<file path="src/rtl/i_cache_pkg.sv">
// rtl/i_cache_pkg.sv - shared encodings and address field positions for i_cache
package i_cache_pkg;

  localparam int ADDR_W    = 32;
  localparam int WORD_W    = 32;
  localparam int BLOCK_W   = 128;
  localparam int OFFSET_W  = 4;
  localparam int WORD_LSB  = 2;
  localparam int WORD_SEL_W = 2;

  typedef enum logic [1:0] {
    ST_IDLE     = 2'd0,
    ST_MEM_READ = 2'd1,
    ST_UPDATE   = 2'd2
  } state_t;

endpackage

</file>
<file path="src/rtl/i_cache_ctrl.sv">
// rtl/i_cache_ctrl.sv - miss-handling FSM and miss address register for i_cache
module i_cache_ctrl #(
  parameter int MEM_ADDR_W = 28
) (
  input  logic                  CLK,
  input  logic                  RESET,
  input  logic                  READ_EN,
  input  logic                  hit,
  input  logic [MEM_ADDR_W-1:0] req_addr,
  input  logic                  MEM_BUSYWAIT,
  output logic                  BUSYWAIT,
  output logic                  MEM_READ,
  output logic [MEM_ADDR_W-1:0] MEM_ADDRESS,
  output logic                  refill_en,
  output logic [MEM_ADDR_W-1:0] miss_addr
);
  import i_cache_pkg::*;

  state_t state;
  state_t state_nxt;

  // miss_addr is captured only on the detecting edge so the CPU may move
  // ADDRESS freely while the refill is in flight
  always_ff @(posedge CLK or posedge RESET) begin
    if (RESET) begin
      state     <= ST_IDLE;
      miss_addr <= '0;
    end else begin
      state <= state_nxt;
      if (state == ST_IDLE && READ_EN && !hit) begin
        miss_addr <= req_addr;
      end
    end
  end

  always_comb begin
    state_nxt = state;
    case (state)
      ST_IDLE:     if (READ_EN && !hit) state_nxt = ST_MEM_READ;
      ST_MEM_READ: if (!MEM_BUSYWAIT)   state_nxt = ST_UPDATE;
      ST_UPDATE:                        state_nxt = ST_IDLE;
      default:                          state_nxt = ST_IDLE;
    endcase
  end

  always_comb begin
    BUSYWAIT    = 1'b0;
    MEM_READ    = 1'b0;
    MEM_ADDRESS = '0;
    refill_en   = 1'b0;
    case (state)
      ST_IDLE: begin
        BUSYWAIT = READ_EN & ~hit;
      end
      ST_MEM_READ: begin
        BUSYWAIT    = 1'b1;
        MEM_READ    = 1'b1;
        MEM_ADDRESS = miss_addr;
      end
      ST_UPDATE: begin
        BUSYWAIT  = 1'b1;
        refill_en = 1'b1;
      end
      default: begin
        BUSYWAIT = 1'b0;
      end
    endcase
  end

endmodule

</file>
<file path="src/rtl/i_cache.sv">
// rtl/i_cache.sv - direct-mapped instruction cache with single-block refill from i_mem
module i_cache #(
  parameter int INDEX_W    = 3,
  parameter int BLOCK_W    = 128,
  parameter int MEM_ADDR_W = 28
) (
  input  logic                  CLK,
  input  logic                  RESET,
  input  logic                  READ_EN,
  input  logic [31:0]           ADDRESS,
  output logic [31:0]           INSTRUCTION,
  output logic                  BUSYWAIT,
  output logic                  MEM_READ,
  output logic [MEM_ADDR_W-1:0] MEM_ADDRESS,
  input  logic                  MEM_BUSYWAIT,
  input  logic [BLOCK_W-1:0]    MEM_READDATA
);
  import i_cache_pkg::*;

  localparam int TAG_W = ADDR_W - OFFSET_W - INDEX_W;
  localparam int SETS  = 1 << INDEX_W;

  logic [SETS-1:0]    valid;
  logic [TAG_W-1:0]   tag_array  [SETS];
  logic [BLOCK_W-1:0] data_array [SETS];

  logic [INDEX_W-1:0]    index;
  logic [TAG_W-1:0]      tag;
  logic [WORD_SEL_W-1:0] word_sel;
  logic                  hit;
  logic                  refill_en;
  logic [MEM_ADDR_W-1:0] miss_addr;
  logic [INDEX_W-1:0]    refill_index;
  logic [TAG_W-1:0]      refill_tag;
  logic                  unused_byte_offset;

  assign index    = ADDRESS[OFFSET_W +: INDEX_W];
  assign tag      = ADDRESS[OFFSET_W + INDEX_W +: TAG_W];
  assign word_sel = ADDRESS[WORD_LSB +: WORD_SEL_W];
  assign unused_byte_offset = ^ADDRESS[WORD_LSB-1:0];

  assign hit = READ_EN & valid[index] & (tag_array[index] == tag);

  always_comb begin
    INSTRUCTION = '0;
    if (hit) begin
      INSTRUCTION = data_array[index][word_sel*WORD_W +: WORD_W];
    end
  end

  assign refill_index = miss_addr[INDEX_W-1:0];
  assign refill_tag   = miss_addr[MEM_ADDR_W-1:INDEX_W];

  always_ff @(posedge CLK or posedge RESET) begin
    if (RESET) begin
      valid <= '0;
    end else if (refill_en) begin
      valid[refill_index] <= 1'b1;
    end
  end

  // read-only cache: a conflicting block is simply overwritten
  always_ff @(posedge CLK) begin
    if (refill_en) begin
      data_array[refill_index] <= MEM_READDATA;
      tag_array[refill_index]  <= refill_tag;
    end
  end

  i_cache_ctrl #(
    .MEM_ADDR_W (MEM_ADDR_W)
  ) u_ctrl (
    .CLK          (CLK),
    .RESET        (RESET),
    .READ_EN      (READ_EN),
    .hit          (hit),
    .req_addr     (ADDRESS[ADDR_W-1:OFFSET_W]),
    .MEM_BUSYWAIT (MEM_BUSYWAIT),
    .BUSYWAIT     (BUSYWAIT),
    .MEM_READ     (MEM_READ),
    .MEM_ADDRESS  (MEM_ADDRESS),
    .refill_en    (refill_en),
    .miss_addr    (miss_addr)
  );

endmodule
</file>
<file path="config.mk">
export PLATFORM = sky130hd
export DESIGN_NAME = i_cache
export DESIGN_NICKNAME = d
export VERILOG_FILES = /design/src/rtl/i_cache_pkg.sv /design/src/rtl/i_cache_ctrl.sv /design/src/rtl/i_cache.sv
export SDC_FILE = /design/constraint.sdc
export NUM_CORES = 1
export LEC_CHECK = 0
export CAP_MARGIN = 30
export CORE_UTILIZATION = 25
export CTS_CLUSTER_DIAMETER = 200
export CTS_CLUSTER_SIZE = 8
export DETAILED_ROUTE_END_ITERATION = 8
export PLACE_DENSITY_LB_ADDON = 0.3
export REMOVE_ABC_BUFFERS = 1
export SYNTH_ARGS = -nofsm -noshare
export SYNTH_HDL_FRONTEND = slang
export SYNTH_HIERARCHICAL = 1
export SYNTH_SLANG_ARGS = --single-unit
</file>
<file path="constraint.sdc">
create_clock -name CLK -period 13.4 [get_ports CLK]
set_clock_uncertainty 0.1 [all_clocks]
set_input_delay 2.68 -clock CLK [delete_from_list [all_inputs] [get_ports CLK]]
set_output_delay 2.68 -clock CLK [all_outputs]
set_load 0.01 [all_outputs]
</file>
### Word level (Yosys, flattened, before mapping)

Memory sizes are Yosys's and may differ from the RTL's.
Cells that the tools add are included.
Widths: inputs -> output; s select.

| word-level totals | value |
|---|---|
| flip-flop bits (word level) | 38 |
| input bits | 164 |
| RAM bits | 1224 |
| memories kept | 2 |
| output and inout bits | 62 |
| logic and storage cells | 41 |

| cells by class | value |
|---|---|
| shift operators | 1 |
| mux-type cells | 14 |
| bitwise gates (word level) | 5 |
| reductions and logical operators | 8 |
| equality and inequality tests | 5 |
| $lt $le $gt $ge | 3 |

Memories:

| memory | words | bits a word | read ports | clocked after Yosys merged registers in | wr ports | line | RTL |
|---|---|---|---|---|---|---|---|
| data_array | 8 | 128 | 1 | 0 | 1 | i_cache.sv:25 | `logic [BLOCK_W-1:0] data_array [SETS];` |
| tag_array | 8 | 25 | 1 | 0 | 1 | i_cache.sv:24 | `logic [TAG_W-1:0] tag_array [SETS];` |

Operator list:

| cell | number |
|---|---|
| $shiftx 128x8->32 | 1 |
| $mux 32 | 1 |
| $mux 28 | 1 |
| $eq 25x25->1 | 1 |
| $lt 3x4->1 const B | 2 |
| $or 8x8->8 | 1 |
| $mux 1 | 6 |
| $logic_and 1x1->1 | 4 |
| $mux 2 | 2 |
| $ne 2x2->1 const B | 2 |
| $pmux 2 s2 | 1 |
| $and 1x1->1 | 3 |
| $bmux 1 s3 | 1 |
| $demux 1 s3 | 1 |
| $ge 3x1->1 const B | 1 |
| $eq 2x1->1 const B | 1 |
| $eq 2x2->1 const B | 1 |
| $logic_not 2->1 | 1 |
| $pmux 1 s2 | 1 |
| $reduce_and 2->1 | 1 |
| $reduce_or 2->1 | 1 |
| $logic_not 1->1 | 1 |
| $not 1->1 | 1 |

### Logic depth before layout (Yosys ltp)

Gate-level depths: netlist of the first run.

| logic depth | value |
|---|---|
| word-level depth | 8 |
| gate-level depth with buffers | 15 |
| mapped depth without buffers | 9 |

### Cells and area by module

The synthesis of the first run kept the hierarchy.

By module, submodules not included:

| module | times used | area each (µm²) | seq. area each (µm²) | cells an instance |
|---|---|---|---|---|
| i_cache | 1 | 47961.0 | 36955.4 | 2112 |
| i_cache_ctrl | 1 | 1465.2 | 750.7 | 108 |

### Least setup slack after synthesis of the first run

OpenSTA, ideal clock, no wires.

| timing | value |
|---|---|
| path kind | register to register |
| from | register u_ctrl.state[0] |
| to | register valid[0] |
| setup time | 131 ps |
| required time | 13169 ps |
| stages on the path, launching flop included | 6 |
| period minus slack after synthesis | 12297 ps |
| buffers on the path | 0 |
| arrival time | 12065 ps |
| slack | 1103 ps |
| cells stage by stage | dfrtp_1 -> inv_1 -> ha_1 -> nand2b_1 -> nor3_1 -> or2_2 |

| on the way | value |
|---|---|
| longest elaborated chain between the ends | 2 |

RTL lines:

| element | line | RTL |
|---|---|---|
| from (decl) | i_cache_ctrl.sv:19 | `state_t state;` |
| from (signal assigned) | i_cache_ctrl.sv:29 | `state <= state_nxt;` |
| $eq 2x2->1 | i_cache_ctrl.sv:51 | `case (state)` |
| $mux 1 | i_cache_ctrl.sv:51 |  |
| net refill_en | i_cache.sv:31 | `logic refill_en;` |
| to (signal assigned) | i_cache.sv:56 | `valid <= '0;` |
| to (signal, indexed assignment) | i_cache.sv:58 | `valid[refill_index] <= 1'b1;` |
| to (decl) | i_cache.sv:23 | `logic [SETS-1:0] valid;` |

The timed path passes the listed nets, and every way through them passes these cells.
A chain may end at the register's enable or synchronous reset.

### Worst setup path after layout of the first run

| timing | value |
|---|---|
| from | input port ADDRESS[5] |
| to | output port BUSYWAIT |

| on the way | value |
|---|---|
| longest elaborated chain between the ends | 7 |
| elaborated cells on any way between the ends | 9 |
| classes of those cells | eq/ne: 1; mux: 3; bitwise: 4; memory: 1 |

RTL lines:

| element | line | RTL |
|---|---|---|
| from (decl) | i_cache.sv:10 | `input logic [31:0] ADDRESS,` |
| branches (longest 3 deep; another with $mem_v2 8x25) | -- |  |
| $and 1x1->1 (*) | i_cache.sv:42 | `assign hit = READ_EN & valid[index] & (tag_array[index] == tag);` |
| net hit | i_cache.sv:30 | `logic hit;` |
| $not 1->1 (*) | i_cache_ctrl.sv:53 | `BUSYWAIT = READ_EN & ~hit;` |
| $and 1x1->1 (*) | i_cache_ctrl.sv:53 |  |
| $pmux 1 s2 (*) | i_cache_ctrl.sv:51 |  |
| to (decl) | i_cache.sv:12 | `output logic BUSYWAIT,` |

Mark *: on every way through the listed nets, which the timed path passes. The select of a mux whose other input is x is not followed.

==> flow_results.xml, run 1 <==
<?xml version="1.0" encoding="UTF-8"?>
<metrics>
  <group name="power_and_ir_drop">
    <metric name="powerDensity" unit="nW/um^2">169</metric>
    <metric name="peakVddDrop" unit="mV">0.127</metric>
    <metric name="finalPower" unit="mW">10.1</metric>
    <metric name="power.share.sequential" unit="">0.497</metric>
    <metric name="clk_network_pwr_share" unit="">0.396</metric>
    <metric name="power.net_switching" unit="mW">2.41</metric>
    <metric name="p_comb_frac" unit="">0.107</metric>
    <metric name="netSwitchingFraction" unit="">0.239</metric>
    <metric name="static-leakage-power" unit="nW">18.5</metric>
    <metric name="internal_power" unit="mW">7.66</metric>
  </group>
  <group name="setup_path">
    <metric name="critical_path.cell_chain" unit="">buf_8 -&gt; buf_4 -&gt; mux4_2 -&gt; mux2i_1 -&gt; xnor2_1 -&gt; a21oi_1 -&gt; nand4_4 -&gt; nor4_2 -&gt; nand3b_4 -&gt; a21oi_1 -&gt; clkdlybuf4s50_1</metric>
    <metric name="crit_path_max_fanout" unit="">52</metric>
    <metric name="critPathCaptureType" unit="">primary output</metric>
    <metric name="critical_path.most_common_cell" unit="">sky130_fd_sc_hd__a21oi_1</metric>
    <metric name="crit_type" unit="">input port to primary output</metric>
    <metric name="cpMaxStageDelayCell" unit="">sky130_fd_sc_hd__nor4_2</metric>
    <metric name="worstSetupStartpointType" unit="">input port</metric>
    <metric name="worst_path_largest_cell_delay" unit="ns">0.74</metric>
    <metric name="worst_ep_arrival_time" unit="ns">7.39</metric>
    <metric name="worst-endpoint-required" unit="ns">10.62</metric>
  </group>
  <group name="floorplan">
    <metric name="die_width" unit="um">447</metric>
    <metric name="floorplan.io_pins" unit="">226</metric>
    <metric name="start_util" unit="">0.253</metric>
    <metric name="coreArea" unit="sq um">196000</metric>
    <metric name="total_die_area" unit="sq um">199000</metric>
    <metric name="fp.dieH" unit="um">447</metric>
    <metric name="placementRows" unit="">162</metric>
  </group>
  <group name="run_status">
    <metric name="run_status" unit="">complete, no violations</metric>
  </group>
  <group name="synthesis">
    <metric name="synth-xor-area-share" unit="">0.00159</metric>
    <metric name="post_synth_main_area_contributors" unit="">sky130_fd_sc_hd__edfxtp_1 (74%), sky130_fd_sc_hd__mux4_2 (13%), sky130_fd_sc_hd__mux2_2 (3.5%)</metric>
    <metric name="syn_area_per_cell" unit="sq um">22.3</metric>
    <metric name="syn-cell-area" unit="sq um">49400</metric>
    <metric name="synth_top_cells_by_count" unit="">sky130_fd_sc_hd__edfxtp_1 (1224), sky130_fd_sc_hd__mux4_2 (282), sky130_fd_sc_hd__mux2_2 (152), sky130_fd_sc_hd__o22ai_1 (64), sky130_fd_sc_hd__buf_2 (62)</metric>
    <metric name="synth_simple_gate_area_frac" unit="">0.0264</metric>
    <metric name="synth.yosys.seq_area_share" unit="">0.763</metric>
    <metric name="yosys.cell_types.count" unit="">41</metric>
    <metric name="synth_edf_count" unit="">1224</metric>
    <metric name="synth_top_area_cell" unit="">sky130_fd_sc_hd__edfxtp_1</metric>
    <metric name="synthMuxAreaShare" unit="">0.177</metric>
    <metric name="synth-adder-area-share" unit="">0.00152</metric>
    <metric name="synth_top_family_by_area" unit="">multiplexers</metric>
    <metric name="synthCells" unit="">2220</metric>
    <metric name="synth_compound_area_frac" unit="">0.0156</metric>
    <metric name="dominantRegCellSynth" unit="">sky130_fd_sc_hd__edfxtp_1</metric>
    <metric name="proportion_of_synthesized_flip_flops_having_asynchronous_set_or_reset" unit="">0.0301</metric>
    <metric name="synth-seq-cells" unit="">1262</metric>
    <metric name="count_of_warnings_emitted_by_yosys" unit="">6</metric>
    <metric name="area_share_of_the_leading_cell_type_in_the_synthesized_netlist" unit="">0.744</metric>
    <metric name="synth_most_common_cell" unit="">sky130_fd_sc_hd__edfxtp_1</metric>
  </group>
  <group name="sta">
    <metric name="worst-slew-pin-transition" unit="ns">1.09</metric>
    <metric name="fmaxAchievable" unit="GHz">0.0984</metric>
    <metric name="rsz_0062_raised_after_global_routing" unit="">no</metric>
    <metric name="final.setup.worst_slack" unit="ns">3.23</metric>
    <metric name="maxSlewViolCount" unit="">0</metric>
    <metric name="min_period_over_period" unit="">0.759</metric>
    <metric name="fin_crit" unit="ns">10.17</metric>
    <metric name="setup_viol_count_final" unit="">0</metric>
    <metric name="tns" unit="ns">0</metric>
    <metric name="number_of_hold_violations_in_the_final_report" unit="">0</metric>
    <metric name="maxSlewHeadroom" unit="">0.275</metric>
  </group>
  <group name="routing">
    <metric name="routed_wire_length_per_instance" unit="um">24.1</metric>
    <metric name="drt-initial-drc-count" unit="">1759</metric>
    <metric name="detailedRoute.firstPassIterationCount" unit="">4</metric>
    <metric name="vias" unit="">23300</metric>
    <metric name="drt_wl_total" unit="mm">126</metric>
    <metric name="ant_nets" unit="">0</metric>
    <metric name="drc" unit="">0</metric>
    <metric name="route.detailed.vias_per_inst" unit="">4.45</metric>
  </group>
  <group name="final_layout">
    <metric name="num-nets-final" unit="">2724</metric>
    <metric name="area_occupied_by_multi_input_gates" unit="sq um">11100</metric>
    <metric name="layout.core_utilization" unit="">0.305</metric>
    <metric name="area_growth_syn_to_layout" unit="%">20.8</metric>
    <metric name="drive_above_1_share" unit="">0.291</metric>
    <metric name="regArea" unit="sq um">37700</metric>
    <metric name="fillerInstances" unit="">18800</metric>
  </group>
  <group name="clock_tree">
    <metric name="buffer_count_from_post_cts_setup_fixing" unit="">0</metric>
    <metric name="cts_resized" unit="">0</metric>
    <metric name="cts_tree" unit="">done</metric>
    <metric name="cts_made_buffers" unit="">175</metric>
    <metric name="postCtsHoldBufs" unit="">0</metric>
    <metric name="clk_root_buffer_cell" unit="">sky130_fd_sc_hd__clkbuf_16</metric>
    <metric name="clk_path_buf_depth" unit="">3</metric>
    <metric name="clk_latency" unit="ns">0.82</metric>
    <metric name="cts_sinks" unit="">1262</metric>
    <metric name="cts.reportedPaths.clkPinSlew" unit="ns">0.05</metric>
    <metric name="h-tree-depth" unit="">4</metric>
  </group>
  <group name="grt">
    <metric name="global_route_wire_length_before_repair" unit="mm">182</metric>
    <metric name="grt_pass1_vias" unit="">25500</metric>
    <metric name="grt_use_total" unit="">0.127</metric>
    <metric name="grt_antenna_before_repair" unit="">21</metric>
    <metric name="grt_max_degree" unit="">113</metric>
    <metric name="grt.overflow.total" unit="">0</metric>
  </group>
  <group name="worst_hold_path">
    <metric name="holdCritPathClass" unit="">flop to flop</metric>
  </group>
  <group name="place">
    <metric name="hpwl" unit="mm">68.6</metric>
    <metric name="numPortBuffers" unit="">223</metric>
    <metric name="pre_cts_slack" unit="ns">3.15</metric>
    <metric name="finalWeightedCongestion" unit="">0.679</metric>
  </group>
  <group name="flow_run">
    <metric name="cap_violations" unit="">0</metric>
  </group>
</metrics>
## critical path: cells and delay by family
kind	cells	cell delay, ns
muxes	2	0.52
AOI/OAI and AO/OA	2	0.49
buffers and inverters	3	1.33
and+or+nand+nor	3	2.00
xor gates and xnor gates	1	0.14
## cells by family (layout without fill, tap and decap cells)
logic type | after synthesis | after routing
xor gates and xnor gates | 9 | 9
adders and majority gates | 6 | 6
buffers and inverters | 130 | 510
and+or+nand+nor | 197 | 197
other | 0 | 5
DFF | 1262 | 1262
muxes | 500 | 500
AOI/OAI and AO/OA | 116 | 116
## final timing paths
kind	start	to	slack, ns	cells past startpoint
max	ADDRESS[5]	BUSYWAIT	3.23	11
max in group asynchronous	RESET	u_ctrl/miss_addr[21]	10.55	3
min reg2reg	valid[7]	valid[7]	0.36	1
max reg2reg	tag_array[7][21]	u_ctrl/miss_addr[13]	9.27	8
min	valid[7]	valid[7]	0.36	1
min in group asynchronous	RESET	valid[3]	2.09	2
## stage by stage
| step | instance area, sq um | instances | hold WS, ns |
|---|---|---|---|
| floorplan | 48700 | 2095 | 0.334 |
| global placement | 54800 | 4999 | 0.349 |
| detailed placement | 54900 | 5001 | 0.350 |
| CTS | 59700 | 5224 | 0.364 |
| global route | 59700 | 5227 | 0.384 |
| finish | 59700 | 5229 | 0.361 |
## power by group through the flow
stage	clock network (mW)	logic (mW)	registers (mW)
6_report	3.98	1.08	5.00
5_1_grt	4.24	1.16	5.04
4_1_cts	4.11	1.11	5.00
3_5_place_dp	0	1.11	5.08
3_3_place_gp	0	1.10	5.06
2_1_floorplan	0	0.569	5.10
## layer usage
layer	part of all wire	wire, um	vias to the layer above	track usage
li1	-	-	9965	-
met1	0.44	55700	12500	0.169
met2	0.49	61700	534	0.208
met3	0.044	5600	213	0.0257
met4	0.022	2830	12	0.0375
met5	0.00062	78	-	0
## cells in the final DEF (no fill, tap or decap), types with 3 or more instances in the layout
cell                                 n
sky130_fd_sc_hd__mux4_2            282
sky130_fd_sc_hd__nand2b_1            9
sky130_fd_sc_hd__nor4_2             30
sky130_fd_sc_hd__mux2i_1            57
sky130_fd_sc_hd__clkbuf_16         178
sky130_fd_sc_hd__a21o_1              4
sky130_fd_sc_hd__a21oi_1            13
sky130_fd_sc_hd__clkdlybuf4s50_1   219
sky130_fd_sc_hd__nand4_4             3
sky130_fd_sc_hd__nor4_1              3
sky130_fd_sc_hd__nand3_1            36
sky130_fd_sc_hd__buf_12              5
sky130_fd_sc_hd__mux2_4              9
sky130_fd_sc_hd__nand2_1            13
sky130_fd_sc_hd__inv_6               4
sky130_fd_sc_hd__and3_1             12
sky130_fd_sc_hd__nor2_1             34
sky130_fd_sc_hd__buf_4              53
sky130_fd_sc_hd__clkbuf_1           32
sky130_fd_sc_hd__diode_2             5
sky130_fd_sc_hd__inv_1               5
sky130_fd_sc_hd__a22oi_1            24
sky130_fd_sc_hd__mux2_2            152
sky130_fd_sc_hd__o22a_1              4
sky130_fd_sc_hd__xnor2_1             8
sky130_fd_sc_hd__dfrtp_1            38
sky130_fd_sc_hd__ha_1                6
sky130_fd_sc_hd__edfxtp_1         1224
sky130_fd_sc_hd__nor2b_1             4
sky130_fd_sc_hd__nor2_4              6
sky130_fd_sc_hd__or2_2               8
sky130_fd_sc_hd__and2_1             29
sky130_fd_sc_hd__a21oi_2             4
sky130_fd_sc_hd__clkinv_16           5
sky130_fd_sc_hd__o22ai_1            64
## sequential cells by signal (all words and copies together), names as in the netlist
name,count
valid,8
tag_array,200
u_ctrl/miss_addr,28
data_array,1024
u_ctrl/state,2
## final cells by class
class / count / area share
antenna: 5 / 0.000210
clock buffer: 210 / 0.0766
clock inverter: 13 / 0.00405
inverter: 5 / 0.000314
multi-input combinational: 828 / 0.186
sequential: 1262 / 0.632
tap: 2624 / 0.0550
timing repair buffer: 282 / 0.0463
Note: power is estimated with default switching activity, not from simulation.
==> inputs of run 2 (changes only) <==
Clock period 13.4 ns to 9.2 ns, I/O delays scaled along.
==> run 2 against run 1 <==
Against the previous run:
- non-clock buffer count is 9 higher
- global-route usage is 0.21 points lower
- clock-buffer cell count is 5 higher
- flip-flop and latch count stayed put
- critical endpoint unchanged
==> flow_results.xml, run 2 (synthesized netlist as in run 1, its figures left out) <==
<?xml version="1.0" encoding="UTF-8"?>
<metrics>
  <group name="setup_path">
    <metric name="timing.critical_path.buf_inv" unit="">2</metric>
    <metric name="critical_path.cell_chain" unit="">buf_8 -&gt; and2_1 -&gt; a22oi_1 -&gt; a21o_1 -&gt; a21oi_1 -&gt; nand4_4 -&gt; nor4_2 -&gt; nand3b_4 -&gt; a21oi_1 -&gt; clkdlybuf4s50_1</metric>
    <metric name="cpMaxStageDelayCell" unit="">sky130_fd_sc_hd__nor4_2</metric>
    <metric name="critical_path.most_common_cell" unit="">sky130_fd_sc_hd__a21oi_1</metric>
    <metric name="worst_path_largest_cell_delay" unit="ns">0.73</metric>
    <metric name="cpLargestDelayFamily" unit="">simple AND/OR/NAND/NOR gates</metric>
    <metric name="crit_path_max_fanout" unit="">45</metric>
    <metric name="critPathCaptureType" unit="">primary output</metric>
    <metric name="worst-endpoint-required" unit="ns">7.26</metric>
    <metric name="worst_ep_arrival_time" unit="ns">5.78</metric>
    <metric name="crit_type" unit="">input port to primary output</metric>
    <metric name="worstSetupStartpointType" unit="">input port</metric>
    <metric name="r2r_slack" unit="ns">5.00</metric>
  </group>
  <group name="floorplan">
    <metric name="total_die_area" unit="sq um">199000</metric>
    <metric name="die_width" unit="um">447</metric>
    <metric name="coreArea" unit="sq um">196000</metric>
    <metric name="floorplan.io_pins" unit="">226</metric>
    <metric name="fp.dieH" unit="um">447</metric>
    <metric name="start_util" unit="">0.253</metric>
    <metric name="placementRows" unit="">162</metric>
  </group>
  <group name="clock_tree">
    <metric name="clk_path_buf_depth" unit="">3</metric>
    <metric name="postCtsHoldBufs" unit="">0</metric>
    <metric name="clk_root_buffer_cell" unit="">sky130_fd_sc_hd__clkbuf_16</metric>
    <metric name="cts.reportedPaths.clkPinSlew" unit="ns">0.05</metric>
    <metric name="cts_sinks" unit="">1262</metric>
    <metric name="h-tree-depth" unit="">4</metric>
    <metric name="cts_made_buffers" unit="">175</metric>
    <metric name="clk_latency" unit="ns">0.80</metric>
    <metric name="buffer_count_from_post_cts_setup_fixing" unit="">0</metric>
    <metric name="cts_tree" unit="">done</metric>
    <metric name="cts_resized" unit="">0</metric>
  </group>
  <group name="sta">
    <metric name="setup_viol_count_final" unit="">0</metric>
    <metric name="worst-slew-pin-transition" unit="ns">1.04</metric>
    <metric name="fmaxAchievable" unit="GHz">0.130</metric>
    <metric name="maxSlewHeadroom" unit="">0.308</metric>
    <metric name="min_period_over_period" unit="">0.839</metric>
    <metric name="number_of_hold_violations_in_the_final_report" unit="">0</metric>
    <metric name="fin_crit" unit="ns">7.72</metric>
    <metric name="rsz_0062_raised_after_global_routing" unit="">no</metric>
    <metric name="maxSlewViolCount" unit="">0</metric>
  </group>
  <group name="final_layout">
    <metric name="regArea" unit="sq um">37700</metric>
    <metric name="stdcell_area" unit="sq um">59900</metric>
    <metric name="area_growth_syn_to_layout" unit="%">21.1</metric>
    <metric name="drive_above_1_share" unit="">0.293</metric>
    <metric name="final_common_cell" unit="">sky130_fd_sc_hd__edfxtp_1</metric>
    <metric name="area_occupied_by_multi_input_gates" unit="sq um">11100</metric>
    <metric name="largest_register_ffs" unit="">1024</metric>
    <metric name="num-nets-final" unit="">2733</metric>
    <metric name="most-common-layout-cells" unit="">sky130_fd_sc_hd__edfxtp_1 (1224), sky130_fd_sc_hd__mux4_2 (282), sky130_fd_sc_hd__clkdlybuf4s50_1 (219)</metric>
    <metric name="fillerInstances" unit="">18800</metric>
    <metric name="biggestRegsByFlops" unit="">data_array (1024), tag_array (200), u_ctrl/miss_addr (28)</metric>
    <metric name="layout.core_utilization" unit="">0.306</metric>
    <metric name="regMostFlops" unit="">data_array</metric>
  </group>
  <group name="grt">
    <metric name="grt_max_degree" unit="">106</metric>
    <metric name="grt_pass1_vias" unit="">24900</metric>
    <metric name="grt.overflow.total" unit="">0</metric>
    <metric name="global_route_wire_length_before_repair" unit="mm">179</metric>
    <metric name="grt_use_total" unit="">0.125</metric>
    <metric name="grt_antenna_before_repair" unit="">20</metric>
  </group>
  <group name="place">
    <metric name="numPortBuffers" unit="">223</metric>
    <metric name="finalWeightedCongestion" unit="">0.679</metric>
    <metric name="placedInstanceArea" unit="sq um">55000</metric>
    <metric name="hpwl" unit="mm">69.6</metric>
  </group>
  <group name="power_and_ir_drop">
    <metric name="static-leakage-power" unit="nW">18.6</metric>
    <metric name="powerDensity" unit="nW/um^2">246</metric>
    <metric name="peakVddDrop" unit="mV">0.182</metric>
  </group>
  <group name="routing">
    <metric name="ant_nets" unit="">0</metric>
    <metric name="drt-initial-drc-count" unit="">1476</metric>
    <metric name="drc" unit="">0</metric>
    <metric name="routed_wire_length_per_instance" unit="um">23.7</metric>
    <metric name="detailedRoute.firstPassIterationCount" unit="">4</metric>
    <metric name="vias" unit="">23200</metric>
    <metric name="route.detailed.vias_per_inst" unit="">4.43</metric>
    <metric name="drt_wl_total" unit="mm">124</metric>
  </group>
  <group name="worst_hold_path">
    <metric name="holdCritPathClass" unit="">flop to flop</metric>
  </group>
  <group name="run_status">
    <metric name="run_status" unit="">complete, no violations</metric>
  </group>
  <group name="flow_run">
    <metric name="cap_violations" unit="">0</metric>
  </group>
</metrics>
==> run 2: per-stage QoR <==
step	setup WS [ns]	hold slack, ns	instances	TNS (ns)	power [mW]
CTS	1.38	0.365	5237	0	14.9
floorplan	-3.10	0.334	2095	-881.77	8.25
finish	1.48	0.365	5238	0	14.7
detailed placement	1.39	0.351	5010	0	9.01
global placement	1.17	0.346	5008	0	8.98
global route	1.21	0.375	5238	0	15.3
==> run 2: routing by layer <==
layer | share of wire | routed length, um | global-route usage | vias to the layer above
met5 | 0.00098 | 122 | 0 | -
met1 | 0.43 | 54000 | 0.163 | 12400
li1 | - | - | - | 9984
met4 | 0.025 | 3050 | 0.0389 | 20
met3 | 0.050 | 6210 | 0.0289 | 213
met2 | 0.49 | 60900 | 0.205 | 575
==> run 2: worst paths after layout <==
check	endpoint	startpoint	depth (start not counted)
setup reg to reg	u_ctrl/miss_addr[19]	tag_array[7][21]	9
setup / recovery	BUSYWAIT	ADDRESS[4]	10
hold reg to reg	valid[5]	valid[5]	1
min in group asynchronous	u_ctrl/miss_addr[13]	RESET	2
max in group asynchronous	u_ctrl/miss_addr[5]	RESET	3
hold / removal	valid[5]	valid[5]	1
==> run 2: layout make-up <==
| type | instances | area share |
|---|---|---|
| inverter | 5 | 0.000314 |
| clock buffer | 215 | 0.0771 |
| multi-input combinational | 828 | 0.185 |
| sequential | 1262 | 0.630 |
| clock inverter | 12 | 0.00412 |
| antenna | 1 | 0.0000418 |
| tap | 2624 | 0.0549 |
| timing repair buffer | 291 | 0.0482 |
==> run 2: where the power goes <==
| part | switching (mW) | total (mW) | leakage (nW) | internal (mW) |
|---|---|---|---|---|
| combinational | 0.910 | 1.58 | 4.75 | 0.671 |
| clock | 2.36 | 5.84 | 2.35 | 3.48 |
| sequential | 0.246 | 7.28 | 11.5 | 7.04 |
| total | 3.52 | 14.7 | 18.6 | 11.2 |
==> inputs of run 3 (changes only) <==
Clock period 9.2 ns to 7.1 ns, I/O delays scaled along.
==> run 3 against run 2 <==
Against the previous run:
- largest cell class unchanged
- clock-buffer cell count down 6
- cell count up 0.25%
- clock power up 29%
- critical path type unchanged
- via count up 0.63%
- largest power group unchanged
- flip-flop and latch count unchanged
- highest routed layer unchanged
==> flow_results.xml, run 3 (synthesized netlist as in run 1, its figures left out) <==
<?xml version="1.0" encoding="UTF-8"?>
<metrics>
  <group name="routing">
    <metric name="route.detailed.vias_per_inst" unit="">4.45</metric>
    <metric name="detailedRoute.firstPassIterationCount" unit="">6</metric>
    <metric name="drc" unit="">0</metric>
    <metric name="vias" unit="">23400</metric>
    <metric name="ant_nets" unit="">0</metric>
    <metric name="drt-initial-drc-count" unit="">1803</metric>
    <metric name="routed_wire_length_per_instance" unit="um">23.6</metric>
    <metric name="drt_wl_total" unit="mm">124</metric>
  </group>
  <group name="sta">
    <metric name="min_period_over_period" unit="">0.903</metric>
    <metric name="setup_viol_count_final" unit="">0</metric>
    <metric name="final.setup.worst_slack" unit="ns">0.688</metric>
    <metric name="tns" unit="ns">0</metric>
    <metric name="rsz_0062_raised_after_global_routing" unit="">no</metric>
    <metric name="maxSlewViolCount" unit="">0</metric>
    <metric name="worst-slew-pin-transition" unit="ns">0.940</metric>
    <metric name="number_of_hold_violations_in_the_final_report" unit="">0</metric>
    <metric name="fmaxAchievable" unit="GHz">0.156</metric>
    <metric name="maxSlewHeadroom" unit="">0.373</metric>
    <metric name="finalHoldWorstSlack" unit="ns">0.369</metric>
    <metric name="fin_crit" unit="ns">6.41</metric>
  </group>
  <group name="clock_tree">
    <metric name="cts_made_buffers" unit="">175</metric>
    <metric name="cts.reportedPaths.clkPinSlew" unit="ns">0.05</metric>
    <metric name="clk_latency" unit="ns">0.81</metric>
    <metric name="cts_resized" unit="">0</metric>
    <metric name="postCtsHoldBufs" unit="">0</metric>
    <metric name="clk_root_buffer_cell" unit="">sky130_fd_sc_hd__clkbuf_16</metric>
    <metric name="h-tree-depth" unit="">4</metric>
    <metric name="buffer_count_from_post_cts_setup_fixing" unit="">0</metric>
    <metric name="cts_tree" unit="">done</metric>
    <metric name="clk_path_buf_depth" unit="">3</metric>
    <metric name="cts_sinks" unit="">1262</metric>
  </group>
  <group name="final_layout">
    <metric name="stdcell_area" unit="sq um">60100</metric>
    <metric name="largest_register_ffs" unit="">1024</metric>
    <metric name="drive_above_1_share" unit="">0.298</metric>
    <metric name="regMostFlops" unit="">data_array</metric>
    <metric name="biggestRegsByFlops" unit="">data_array (1024), tag_array (200), u_ctrl/miss_addr (28)</metric>
    <metric name="area_growth_syn_to_layout" unit="%">21.5</metric>
    <metric name="final_common_cell" unit="">sky130_fd_sc_hd__edfxtp_1</metric>
    <metric name="most-common-layout-cells" unit="">sky130_fd_sc_hd__edfxtp_1 (1224), sky130_fd_sc_hd__mux4_2 (282), sky130_fd_sc_hd__clkdlybuf4s50_1 (219)</metric>
    <metric name="num-nets-final" unit="">2749</metric>
  </group>
  <group name="worst_hold_path">
    <metric name="holdCritPathClass" unit="">flop to flop</metric>
  </group>
  <group name="setup_path">
    <metric name="worst-endpoint-required" unit="ns">5.58</metric>
    <metric name="worst_ep_arrival_time" unit="ns">4.89</metric>
    <metric name="rr_worst_depth" unit="">10</metric>
    <metric name="worst_path_largest_cell_delay" unit="ns">0.58</metric>
    <metric name="startpoint" unit="">ADDRESS[4]</metric>
    <metric name="worst_r2r_startpoint" unit="">tag_array[3][21]</metric>
    <metric name="critical_path.cell_chain" unit="">buf_8 -&gt; buf_4 -&gt; mux4_2 -&gt; mux2i_1 -&gt; xnor2_1 -&gt; a21oi_1 -&gt; nand4_4 -&gt; buf_12 -&gt; nor4_2 -&gt; nand3b_4 -&gt; a21oi_1 -&gt; clkdlybuf4s50_1</metric>
    <metric name="timing.critical_path.buf_inv" unit="">4</metric>
    <metric name="cpMaxStageDelayCell" unit="">sky130_fd_sc_hd__nor4_2</metric>
    <metric name="critPathCaptureType" unit="">primary output</metric>
    <metric name="crit_type" unit="">input port to primary output</metric>
    <metric name="worstSetupStartpointType" unit="">input port</metric>
    <metric name="cpLargestDelayFamily" unit="">buffers and inverters</metric>
    <metric name="r2r_slack" unit="ns">3.27</metric>
    <metric name="worstSetupPathDepth" unit="">12</metric>
    <metric name="critical_path.reg2reg.endpoint" unit="">u_ctrl/miss_addr[19]</metric>
    <metric name="critical_path.most_common_cell" unit="">sky130_fd_sc_hd__a21oi_1</metric>
    <metric name="crit_path_max_fanout" unit="">33</metric>
    <metric name="worst_setup_path_endpoint" unit="">BUSYWAIT</metric>
  </group>
  <group name="place">
    <metric name="pre_cts_slack" unit="ns">0.624</metric>
    <metric name="hpwl" unit="mm">69.8</metric>
    <metric name="placedInstanceArea" unit="sq um">55200</metric>
    <metric name="numPortBuffers" unit="">223</metric>
    <metric name="finalWeightedCongestion" unit="">0.682</metric>
  </group>
  <group name="power_and_ir_drop">
    <metric name="finalPower" unit="mW">19.0</metric>
    <metric name="static-leakage-power" unit="nW">18.7</metric>
    <metric name="peakVddDrop" unit="mV">0.233</metric>
    <metric name="powerDensity" unit="nW/um^2">317</metric>
  </group>
  <group name="floorplan">
    <metric name="fp.dieH" unit="um">447</metric>
    <metric name="die_width" unit="um">447</metric>
    <metric name="coreArea" unit="sq um">196000</metric>
    <metric name="floorplan.io_pins" unit="">226</metric>
    <metric name="start_util" unit="">0.253</metric>
    <metric name="total_die_area" unit="sq um">199000</metric>
    <metric name="placementRows" unit="">162</metric>
  </group>
  <group name="grt">
    <metric name="grt.overflow.total" unit="">0</metric>
    <metric name="grt_antenna_before_repair" unit="">22</metric>
    <metric name="global_route_wire_length_before_repair" unit="mm">179</metric>
    <metric name="grt_pass1_vias" unit="">25000</metric>
    <metric name="grt_max_degree" unit="">86</metric>
    <metric name="grt_use_total" unit="">0.125</metric>
  </group>
  <group name="run_status">
    <metric name="run_status" unit="">complete, no violations</metric>
  </group>
  <group name="flow_run">
    <metric name="cap_violations" unit="">0</metric>
  </group>
</metrics>
==> run 3: changes by cell type in the layout (fill, tap and decap cells not counted), sizes merged <==
cell	previous run	this run
clkinv	8	9
inv	9	10
diode	1	2
buf	71	87
clkbuf	216	210
==> run 3: metal layers <==
metal | wire (um) | global-route usage | vias to the layer above
met5 | 100 | 0 | -
met1 | 53400 | 0.165 | 12500
met2 | 60400 | 0.203 | 614
met4 | 2980 | 0.0397 | 16
li1 | - | - | 10000
met3 | 7060 | 0.0277 | 213
==> run 3: how the worst min path moves through the flow <==
stage | startpoint | endpoint | slack [ns] | cells after the start
after global routing | valid[7] | valid[7] | 0.38 | 1
after global placement | valid[1] | valid[1] | 0.35 | 1
after detailed placement | valid[4] | valid[4] | 0.35 | 1
final | valid[1] | valid[1] | 0.37 | 1
after floorplan | valid[1] | valid[1] | 0.33 | 1
after CTS | valid[1] | valid[1] | 0.37 | 1
==> run 3: where the power goes <==
group	internal, mW	switching (mW)	total [mW]
combinational	0.884	1.18	2.06
sequential	9.12	0.314	9.43
clock	4.46	3.08	7.53
==> run 3: final cells by class <==
cell class              count  area (sq um)
fillers                 18800        136000
flip-flops and latches   1262         37700
multi-input cells         828         11100
clock buffers             209          4540
well taps                2624          3280
repair buffers            307          3110
clock inverters            14           307
inverters                   5          18.8
diodes                      2          5.00
==> run 3: through the flow <==
stage | cells | utilization
floorplan | 2095 | -
global placement | 5025 | 0.282
detailed placement | 5026 | 0.282
CTS | 5249 | 0.307
global route | 5250 | 0.307
finish | 5251 | 0.307
==> edit (config.mk and constraints of run 2) <==
Change the parameter `INDEX_W` from 3 to 2.
--- a/src/rtl/i_cache.sv
+++ b/src/rtl/i_cache.sv
@@ -2,3 +2,3 @@
 module i_cache #(
-  parameter int INDEX_W    = 3,
+  parameter int INDEX_W    = 2,
   parameter int BLOCK_W    = 128,
Check against the original RTL: same outputs for any inputs over 4 cycles, from zero or initial values and one cycle with RESET high; that may be too few to reach the edited logic, so the function may still have changed.
==> edit against run 2 <==
Synthesized area is 49% lower; largest power group unchanged; cell count shrank 48%; power fell by 45%; sequential cell count fell by 612; wire length down 53%; global-route usage fell by 1.0 points; design area decreased by 47%; critical path depth unchanged; combinational power shrank 32%; setup slack improved by 0.066 ns; sequential power shrank 45%.
==> edit: results (changes against run 2) <==
final hold slack - 0.362 ns (-0.00315 ns)
Clock H-tree levels - 3 (-1)
async set-reset flop share out of synthesis - 5.23% (+2.2 points)
status - completed
commonest cells in the synthesized netlist - edfxtp_1 (616), mux4_2 (175), dfrtp_1 (34)
DRT iter0 DRCs - 758 (-49%)
Largest regs - data_array: 512 flops, tag_array: 104 flops, u_ctrl/miss_addr: 28 flops
cts bufs inserted - 91 (-48%)
CP endpoint - INSTRUCTION[29]
Hold Path End - valid[0]
critical path fanouts, max - 25 (-44%)
vias in the first global route - 13200 (-47%)
Hold Crit Start - valid[0]
number of flip-flops in the largest register - 512 (-50%)
Post-synth EDFFs - 616 (-50%)
worst-skew pair later-pin latency - 0.65 ns (-0.15 ns)
worst setup margin - 1.55 ns (+0.0661 ns)
compound-cell area share of the yosys netlist - 0.870% (-0.69 points)
first-pass GRT wire length - 86300 um (-52%)
CP max stage cell - mux4_2
top cells by area, synth - edfxtp_1 (73%), mux4_2 (16%), dfrtp_1 (3.4%)
Routed WL - 58300 um (-53%)
Flop pwr share - 49.3% (-0.2 points)
GR Util met2 - 18.4% (-2.0 points)
Peak VDD IR - 165 uV (-9.5%)
mux share of post-synthesis cell area - 18.1% (+0.33 points)
largest net degree at the start of global routing - 107 (+0.94%)
Area after DPL - 29100 um2 (-47%)
M1 GR Usage - 14.7% (-1.6 points)
post-synthesis sequential area ratio - 76.4% (+0.15 points)
relative slew slack - 36.0% (+5.2 points)
Filler cells - 9557 (-49%)
TritonRoute pass-1 iters - 5 (+1)
share of layout cells above drive strength 1 - 25.3% (-4.0 points)
Setup WS pre-CTS - 1.35 ns (-0.0354 ns)
Switching Share - 24.1% (+0.15 points)
placed insts - 2578 (-49%)
xor/xnor share of the synthesized area - 0.796% (+0.64 points)
r2r startpoint - tag_array[3][23]
Cell Int Power - 6120 uW (-45%)
-- edit: cell count changes in the layout (fill, tap and decap cells not counted), sizes merged, moves of 14 or more --
cell | run 2 | this run
o22ai | 64 | 1
mux2i | 57 | 20
and3 | 12 | 31
edfxtp | 1224 | 616
a21oi | 17 | 3
a22oi | 24 | 4
nor4 | 34 | 1
buf | 71 | 29
nand3 | 36 | 2
nor2 | 40 | 6
mux2 | 161 | 35
clkbuf | 216 | 116
mux4 | 282 | 175
-- edit: final cells by class --
type,instances,area [um2],share of cell area (%)
Antenna cell,1,2.50,0.00790
Clock buffer,116,2390,7.56
Clock inverter,7,123,0.387
Inverter,11,41.3,0.130
Multi-Input combinational cell,372,5660,17.9
Sequential cell,650,19300,61.1
Tap cell,1298,1620,5.13
Timing Repair Buffer,248,2470,7.80
-- edit: metal layers --
metal,routed length [um],vias to the layer above
met2,28000,303
li1,-,5154
met5,117,-
met1,25300,6283
met4,1170,22
met3,3710,101
